**config.mk**
```make
export PLATFORM = sky130hd
export DESIGN_NAME = hamming_rx_deser
export DESIGN_NICKNAME = d
export VERILOG_FILES = /design/src/rtl/hamming_pkg.sv /design/src/rtl/sat_counter.sv /design/src/rtl/hamming_rx_deser.sv
export SDC_FILE = /design/constraint.sdc
export NUM_CORES = 1
export LEC_CHECK = 0
export ABC_AREA = 1
export CORE_UTILIZATION = 50
export DETAILED_ROUTE_END_ITERATION = 10
export GPL_ROUTABILITY_DRIVEN = 0
export HOLD_SLACK_MARGIN = 0.1
export PLACE_DENSITY = 0.75
export SKIP_LAST_GASP = 1
export SLEW_MARGIN = 20
export SYNTH_ARGS = -nofsm -noshare
export SYNTH_HDL_FRONTEND = slang
export SYNTH_SLANG_ARGS = --single-unit
```
**constraint.sdc**
```tcl
create_clock -name clk -period 2.6 [get_ports clk]
set_input_delay 0.52 -clock clk [delete_from_list [all_inputs] [get_ports clk]]
set_output_delay 0.52 -clock clk [all_outputs]
set_load 0.05 [all_outputs]
```
**src/rtl/hamming_pkg.sv**
```systemverilog
// Shared definitions for the (7,4) Hamming encoder, decoder and receive
// deserializer, so that every block agrees on codeword widths and states.
package hamming_pkg;

  localparam int CW_LEN = 7;  // codeword length: 4 data + 3 parity bits
  localparam int K_LEN  = 4;  // data bits per codeword

  // Deserializer framing state: waiting for the first sync, or assembling bits.
  typedef enum logic {
    HUNT    = 1'b0,
    COLLECT = 1'b1
  } deser_state_e;

endpackage : hamming_pkg

```
**src/rtl/sat_counter.sv**
```systemverilog
// Saturating statistics counter with synchronous clear. The counter sticks at
// all-ones instead of wrapping. When clear and increment arrive together,
// clear wins.
module sat_counter #(
  parameter int W = 16
) (
  input  logic         clk,
  input  logic         rst_n,
  input  logic         inc_i,
  input  logic         clr_i,
  output logic [W-1:0] cnt_o
);

  logic [W-1:0] cnt_q;
  logic [W-1:0] cnt_d;

  // Next count: clear first, otherwise increment unless already saturated.
  always_comb begin
    cnt_d = cnt_q;
    if (clr_i) begin
      cnt_d = '0;
    end else if (inc_i && (cnt_q != '1)) begin
      cnt_d = cnt_q + W'(1);
    end
  end

  // Count register.
  always_ff @(posedge clk or negedge rst_n) begin
    if (!rst_n) begin
      cnt_q <= '0;
    end else begin
      cnt_q <= cnt_d;
    end
  end

  assign cnt_o = cnt_q;

endmodule : sat_counter

```
**src/rtl/hamming_rx_deser.sv**
```systemverilog
// Receive-side deserializer that sits in front of the (7,4) Hamming decoder.
// It gathers serial channel bits into sync-aligned codewords and offers each
// one through a 1-deep valid/ready output register. When a codeword finishes
// while the output register is still full and not being consumed, the new
// codeword is dropped. Saturating counters record delivered and dropped
// codewords.
module hamming_rx_deser #(
  parameter int CW_LEN    = hamming_pkg::CW_LEN,
  parameter bit LSB_FIRST = 1'b1,
  parameter bit REQ_SYNC  = 1'b1,
  parameter int CNT_W     = 16
) (
  input  logic              clk,
  input  logic              rst_n,
  input  logic              bit_i,
  input  logic              bit_valid_i,
  input  logic              sync_i,
  input  logic              clr_stats_i,
  output logic [CW_LEN-1:0] cw_o,
  output logic              cw_valid_o,
  input  logic              cw_ready_i,
  output logic [CNT_W-1:0]  cw_cnt_o,
  output logic [CNT_W-1:0]  drop_cnt_o,
  output logic              ovf_o
);

  import hamming_pkg::*;

  localparam int              IDX_W       = $clog2(CW_LEN);
  localparam logic [IDX_W-1:0] LAST_IDX   = IDX_W'(CW_LEN - 1);
  localparam deser_state_e    RESET_STATE = REQ_SYNC ? HUNT : COLLECT;

  deser_state_e      state_q, state_d;
  logic [IDX_W-1:0]  idx_q, idx_d;
  logic [CW_LEN-1:0] sh_q, sh_d;
  logic [CW_LEN-1:0] cw_q, cw_d;
  logic              cw_valid_q, cw_valid_d;
  logic              ovf_q, ovf_d;

  logic              take_bit;
  logic              complete;
  logic              handshake;
  logic              load;
  logic              drop;

  // Framing FSM, bit index and shift register. A sync always restarts the
  // codeword, and a bit arriving with the sync becomes bit 0. The assembled
  // codeword is the shift register value that includes the 7th bit.
  // NOTE: every signal written here gets a default first, so no path can
  // leave a value unassigned and infer a latch.
  always_comb begin
    state_d  = state_q;
    idx_d    = idx_q;
    sh_d     = sh_q;
    complete = 1'b0;
    take_bit = bit_valid_i && ((state_q == COLLECT) || sync_i);

    if (take_bit) begin
      if (LSB_FIRST) begin
        sh_d = {bit_i, sh_q[CW_LEN-1:1]};
      end else begin
        sh_d = {sh_q[CW_LEN-2:0], bit_i};
      end
    end

    if (sync_i) begin
      state_d = COLLECT;
      idx_d   = bit_valid_i ? IDX_W'(1) : '0;
    end else if ((state_q == COLLECT) && bit_valid_i) begin
      if (idx_q == LAST_IDX) begin
        idx_d    = '0;
        complete = 1'b1;
      end else begin
        idx_d = idx_q + IDX_W'(1);
      end
    end
  end

  // Output register and overflow flag. A finished codeword loads when the
  // slot is empty or is being emptied on this same cycle. Otherwise the
  // codeword is dropped.
  always_comb begin
    handshake  = cw_valid_q && cw_ready_i;
    load       = complete && (!cw_valid_q || cw_ready_i);
    drop       = complete && cw_valid_q && !cw_ready_i;
    cw_d       = load ? sh_d : cw_q;
    cw_valid_d = load || (cw_valid_q && !cw_ready_i);
    ovf_d      = ovf_q;
    if (clr_stats_i) begin
      ovf_d = 1'b0;
    end else if (drop) begin
      ovf_d = 1'b1;
    end
  end

  // State, datapath and flag registers. Reset also throws away any partial
  // codeword that was being assembled.
  // NOTE: sequential state uses non-blocking assignments, so every flop
  // samples the values from before the clock edge regardless of statement order.
  always_ff @(posedge clk or negedge rst_n) begin
    if (!rst_n) begin
      state_q    <= RESET_STATE;
      idx_q      <= '0;
      sh_q       <= '0;
      cw_q       <= '0;
      cw_valid_q <= 1'b0;
      ovf_q      <= 1'b0;
    end else begin
      state_q    <= state_d;
      idx_q      <= idx_d;
      sh_q       <= sh_d;
      cw_q       <= cw_d;
      cw_valid_q <= cw_valid_d;
      ovf_q      <= ovf_d;
    end
  end

  sat_counter #(.W(CNT_W)) u_cw_cnt (
    .clk   (clk),
    .rst_n (rst_n),
    .inc_i (handshake),
    .clr_i (clr_stats_i),
    .cnt_o (cw_cnt_o)
  );

  sat_counter #(.W(CNT_W)) u_drop_cnt (
    .clk   (clk),
    .rst_n (rst_n),
    .inc_i (drop),
    .clr_i (clr_stats_i),
    .cnt_o (drop_cnt_o)
  );

  assign cw_o       = cw_q;
  assign cw_valid_o = cw_valid_q;
  assign ovf_o      = ovf_q;

endmodule : hamming_rx_deser

```
==> After elaboration in Yosys (flattened, before gate mapping) <==
Cells that the tools add are included.
{ "totals": {"output_inout_bits": 41, "ff_bits": 52} }
{ "classes": {"add_sub_neg": 3, "mux": 14, "eq_ne": 3, "n_reduce_logical": 18} }
{ "op_table": {"columns": ["op", "n"], "rows": [
  ["16-bit 2-to-1 mux", 4],
  ["16-bit by 1-bit adder with 16-bit output, second input constant", 2],
  ["16-bit inequality test, second input constant", 2],
  ["1-bit logical AND", 9],
  ["3-bit 2-to-1 mux", 3],
  ["2-bit nonzero test", 4],
  ["7-bit 2-to-1 mux", 1],
  ["1-bit 2-to-1 mux", 6],
  ["3-bit by 1-bit adder with 3-bit output, second input constant", 1],
  ["3-bit == test, second input constant", 1],
  ["1-bit logical OR", 3],
  ["1-bit logical NOT", 2]
]} }

==> Longest topological paths before layout <==
{ "logic_depth": {"depth_word": 9, "mapped_depth": 10, "mapped_depth_nobuf": 9} }

==> Hierarchy <==
From an unflattened synthesis, not the netlist that was laid out.
{ "unflattened": {"hier_cells": 386, "area_unflattened_um2": 2949.1} }
{ "modules_own_cells": {"columns": ["mod", "area_per_inst_um2", "n_inst", "seq_area_each_um2", "cells_per_inst"], "rows": [
  ["sat_counter", 1037.2, 2, 400.4, 144],
  ["hamming_rx_deser", 874.6, 1, 500.5, 98]
]} }

==> Worst setup path before layout <==
No wires, ideal clock.
{ "synth_path": {"path_type": "register to register", "from": "register u_drop_cnt.cnt_q[0] (netlist: u_drop_cnt.cnt_o[0])", "to": "register u_drop_cnt.cnt_q[4] (netlist: u_drop_cnt.cnt_o[4])", "setup_time_ps": 66, "path_stages_with_launch": 11, "arrival_time_ps": 1864, "synth_period_minus_slack_ps": 1929, "path_slack_ps": 671, "cell_sequence": "dfrtp_1 -> ha_1 -> nand3_1 -> inv_2 -> nand2_2 -> nor2_4 -> nor2_4 -> nor2_8 -> buf_12 -> nand2_1 -> nand2_1"} }
{ "synth_between": {"elab_chain_cells": 3} }
{ "synth_rtl": {"columns": ["element", "line_no", "source"], "rows": [
  ["start, declared", "sat_counter.sv:14", "logic [W-1:0] cnt_q;"],
  ["start signal, assigned", "sat_counter.sv:32", "cnt_q <= cnt_d;"],
  ["16-bit by 1-bit adder with 16-bit output or 16-bit inequality test (tied branches)", "sat_counter.sv:23, sat_counter.sv:22", null],
  ["16-bit 2-to-1 mux or 1-bit logical AND (tied branches)", "sat_counter.sv:22", "end else if (inc_i && (cnt_q != '1)) begin"],
  ["16-bit 2-to-1 mux or 2-bit nonzero test (tied branches)", null, null]
]} }
Several ways; a longest one is shown, not always the timed one. The select of a mux whose other input is x is not followed.
A chain may end at the register's enable or synchronous reset.

==> Worst setup path in the final report <==
{ "layout_path": {"from": "register u_drop_cnt.cnt_q[12] (netlist: u_drop_cnt.cnt_o[12])", "to": "output drop_cnt_o[12]"} }
{ "layout_lines": {"columns": ["element", "line_no", "source"], "rows": [
  ["end, declared", "hamming_rx_deser.sv:23", "output logic [CNT_W-1:0] drop_cnt_o,"]
]} }
No word-level cell between the ends.

==> flow_summary.json <==
{
  "antenna_found_initial": 0,
  "dr_total_vias": 2595,
  "grtUsageTotal_pct": 22.3,
  "final_cells": 500,
  "dp_cells": 492,
  "wl_per_cell_um": 12.6,
  "post_cts_buffers": 0,
  "synth_seq_cells": 52,
  "whs_ns": 0.212,
  "io_buffers": 47,
  "cts_tree": "built",
  "final_nets": 436,
  "pin_count": 48,
  "async_flop_share_pct": 100,
  "max_cap_viol_count": 0,
  "ys_types": 27,
  "drt_first_pass_iters": 4,
  "fp.dieW_um": 78.6,
  "h-tree-depth": 2,
  "area_growth_pct": 22.0,
  "totalWireLength_um": 6300,
  "tightestPinTransition_ns": 0.616,
  "postCtsHoldBufs": 0,
  "wl_met3_um": 344,
  "clock-sinks": 52,
  "cp_num_buf_inv": 1,
  "worst_hold_path_type": "input pin to async pin",
  "fin_util_pct": 64.3,
  "max_freq_mhz": 459,
  "clockRootBuffer": "clkbuf_8",
  "path_class": "register to output pin",
  "wl_met2_um": 2980,
  "finalMaxSlewViolations": 0,
  "grt_overflow": 0,
  "rsz0062_at_grt": "no",
  "leakage_uw": 0.00165,
  "critPathCaptureType": "output pin",
  "synth_nets": 385,
  "skew_ns": 0.00295,
  "dieHeight_um": 78.6,
  "worstPathMaxFanout": 7,
  "grt_pass1_wl_um": 11000,
  "yosysWarnings": 0,
  "cp-start-kind": "register",
  "start_util_pct": 52.7,
  "worstSkewPairLatency_ns": 0.31,
  "yosysSeqAreaShare_pct": 44.3,
  "critPathRequiredTime_ns": 2.08,
  "outcome": "finished clean",
  "path_cells": "clkdlybuf4s50_1",
  "cp_slowest_stage_delay_ns": 0.85,
  "setup_tns_ns": 0,
  "drt.antenna.violating_nets": 0,
  "clockBufferDepth": 2,
  "cts_resized": 0,
  "slowest_stage": "clkdlybuf4s50_1",
  "relSlewSlack_pct": 59.0,
  "syn_area_per_cell_um2": 7.81,
  "power_density_nw_per_um2": 455,
  "syn-instance-count": 376,
  "cp_data_arrival_time_ns": 1.66,
  "grt_pass1_vias": 2322,
  "num_antenna_cells": 0,
  "drt-met1-wl_um": 2930,
  "clkTransAtPathRegs_ns": 0.09,
  "dieArea_um2": 6180,
  "synth_edf_count": 0,
  "grt_max_degree": 33,
  "hpwl_um": 4480,
  "cp_top_family": "buffers and inverters",
  "drive_above_1_share_pct": 11.4,
  "ir_drop_mv": 0.301,
  "via_per_inst": 5.19,
  "drc": 0,
  "core_um2": 5570,
  "setup_viol": 0,
  "period_needed_ns": 2.18,
  "ys.flop_type": "dfrtp_1",
  "hold_viol_final": 0,
  "syn_area_um2": 2940,
  "fin_crit_sh_pct": 83.8,
  "highest_layer": "met4",
  "drt_iter0_drc": 184,
  "cts_buffers": 5,
  "rows": 27
}
## layout by cell type (no fill, tap or decap), types with 7 or more instances in the layout
cell / count
nand2_1: 134
inv_1: 23
dfrtp_1: 52
clkdlybuf4s50_1: 46
o21ai_0: 11
nor2_1: 36
xor2_1: 8
nand2_2: 12
nand3_1: 24
nand4_1: 31
clkbuf_8: 7
## stage by stage
| stage | total power [uW] | instance area [um^2] | worst slack (ns) |
|---|---|---|---|
| 6_report | 1630 | 3580 | 0.421 |
| 4_1_cts | 1650 | 3580 | 0.420 |
| 2_1_floorplan | 977 | 2940 | 0.671 |
| 5_1_grt | 1690 | 3580 | 0.359 |
| 3_5_place_dp | 1040 | 3460 | 0.339 |
| 3_3_place_gp | 1030 | 3460 | 0.386 |
## layout make-up
type                       instances  area (um^2)
inverter                          26         97.6
timing repair buffer              51          495
multi-input combinational        291         1470
sequential                        52         1300
fill                             499         1990
tap                               72         90.1
clock inverter                     1         30.0
clock buffer                       7         96.3
## logic make-up (layout without fill, tap and decap cells)
family / after synthesis / in the layout / share of synthesized area [%]
AND/OR/NAND/NOR: 255 / 255 / 40.7
flip-flops: 52 / 52 / 44.3
buffers and inverters: 33 / 85 / 5.54
AO/OA/AOI/OAI: 21 / 21 / 4.30
XOR/XNOR: 8 / 8 / 2.39
multiplexers: 5 / 5 / 1.92
adder cells (fa/ha/maj): 2 / 2 / 0.852
## sequential cells by signal, summed over array words and instances (netlist names)
name,cells
cw_o,7
ovf_o,1
cw_valid_o,1
u_drop_cnt.cnt_o,16
state_q,1
sh_q,7
idx_q,3
u_cw_cnt.cnt_o,16
## worst paths after layout
path | start | slack [ns] | cells past startpoint | end
hold reg to reg | state_q | 0.51 | 1 | state_q
max in group asynchronous | rst_n | 1.74 | 2 | u_drop_cnt.cnt_o[10]
hold / removal | rst_n | 0.21 | 1 | u_drop_cnt.cnt_o[15]
setup reg to reg | u_drop_cnt.cnt_o[0] | 0.69 | 9 | u_drop_cnt.cnt_o[9]
setup / recovery | u_drop_cnt.cnt_o[12] | 0.42 | 1 | drop_cnt_o[12]
min in group clk | state_q | 0.51 | 1 | state_q
## metal layers
layer	global-route usage (%)	up-vias
li1	-	1328
met1	31.5	1189
met2	35.6	74
met3	3.84	4
met4	5.19	0
met5	0	-
## cells in the mapped netlist, types with 2 or more instances
cell type	n	area share, %
nand2_1	134	17
dfrtp_1	52	44
nor2_1	36	4.6
nand4_1	31	6.6
nand3_1	24	4.1
inv_1	23	2.9
nand2_2	12	2.6
o21ai_0	11	1.9
xor2_1	8	2.4
o21bai_1	6	1.5
or2_2	6	1.3
mux2_2	5	1.9
nor2_4	5	1.9
inv_2	3	0.38
nor2_2	3	0.64
a21oi_1	2	0.34
clkbuf_1	2	0.26
ha_1	2	0.85
nand3b_1	2	0.51
nor2_8	2	1.4
## power breakdown
| part | total (uW) | switching, uW | internal [uW] |
|---|---|---|---|
| Clock | 612 | 272 | 340 |
| Combinational | 153 | 97.7 | 55.3 |
| Sequential | 866 | 20.1 | 846 |
Note: power is estimated with default switching activity, not from simulation.
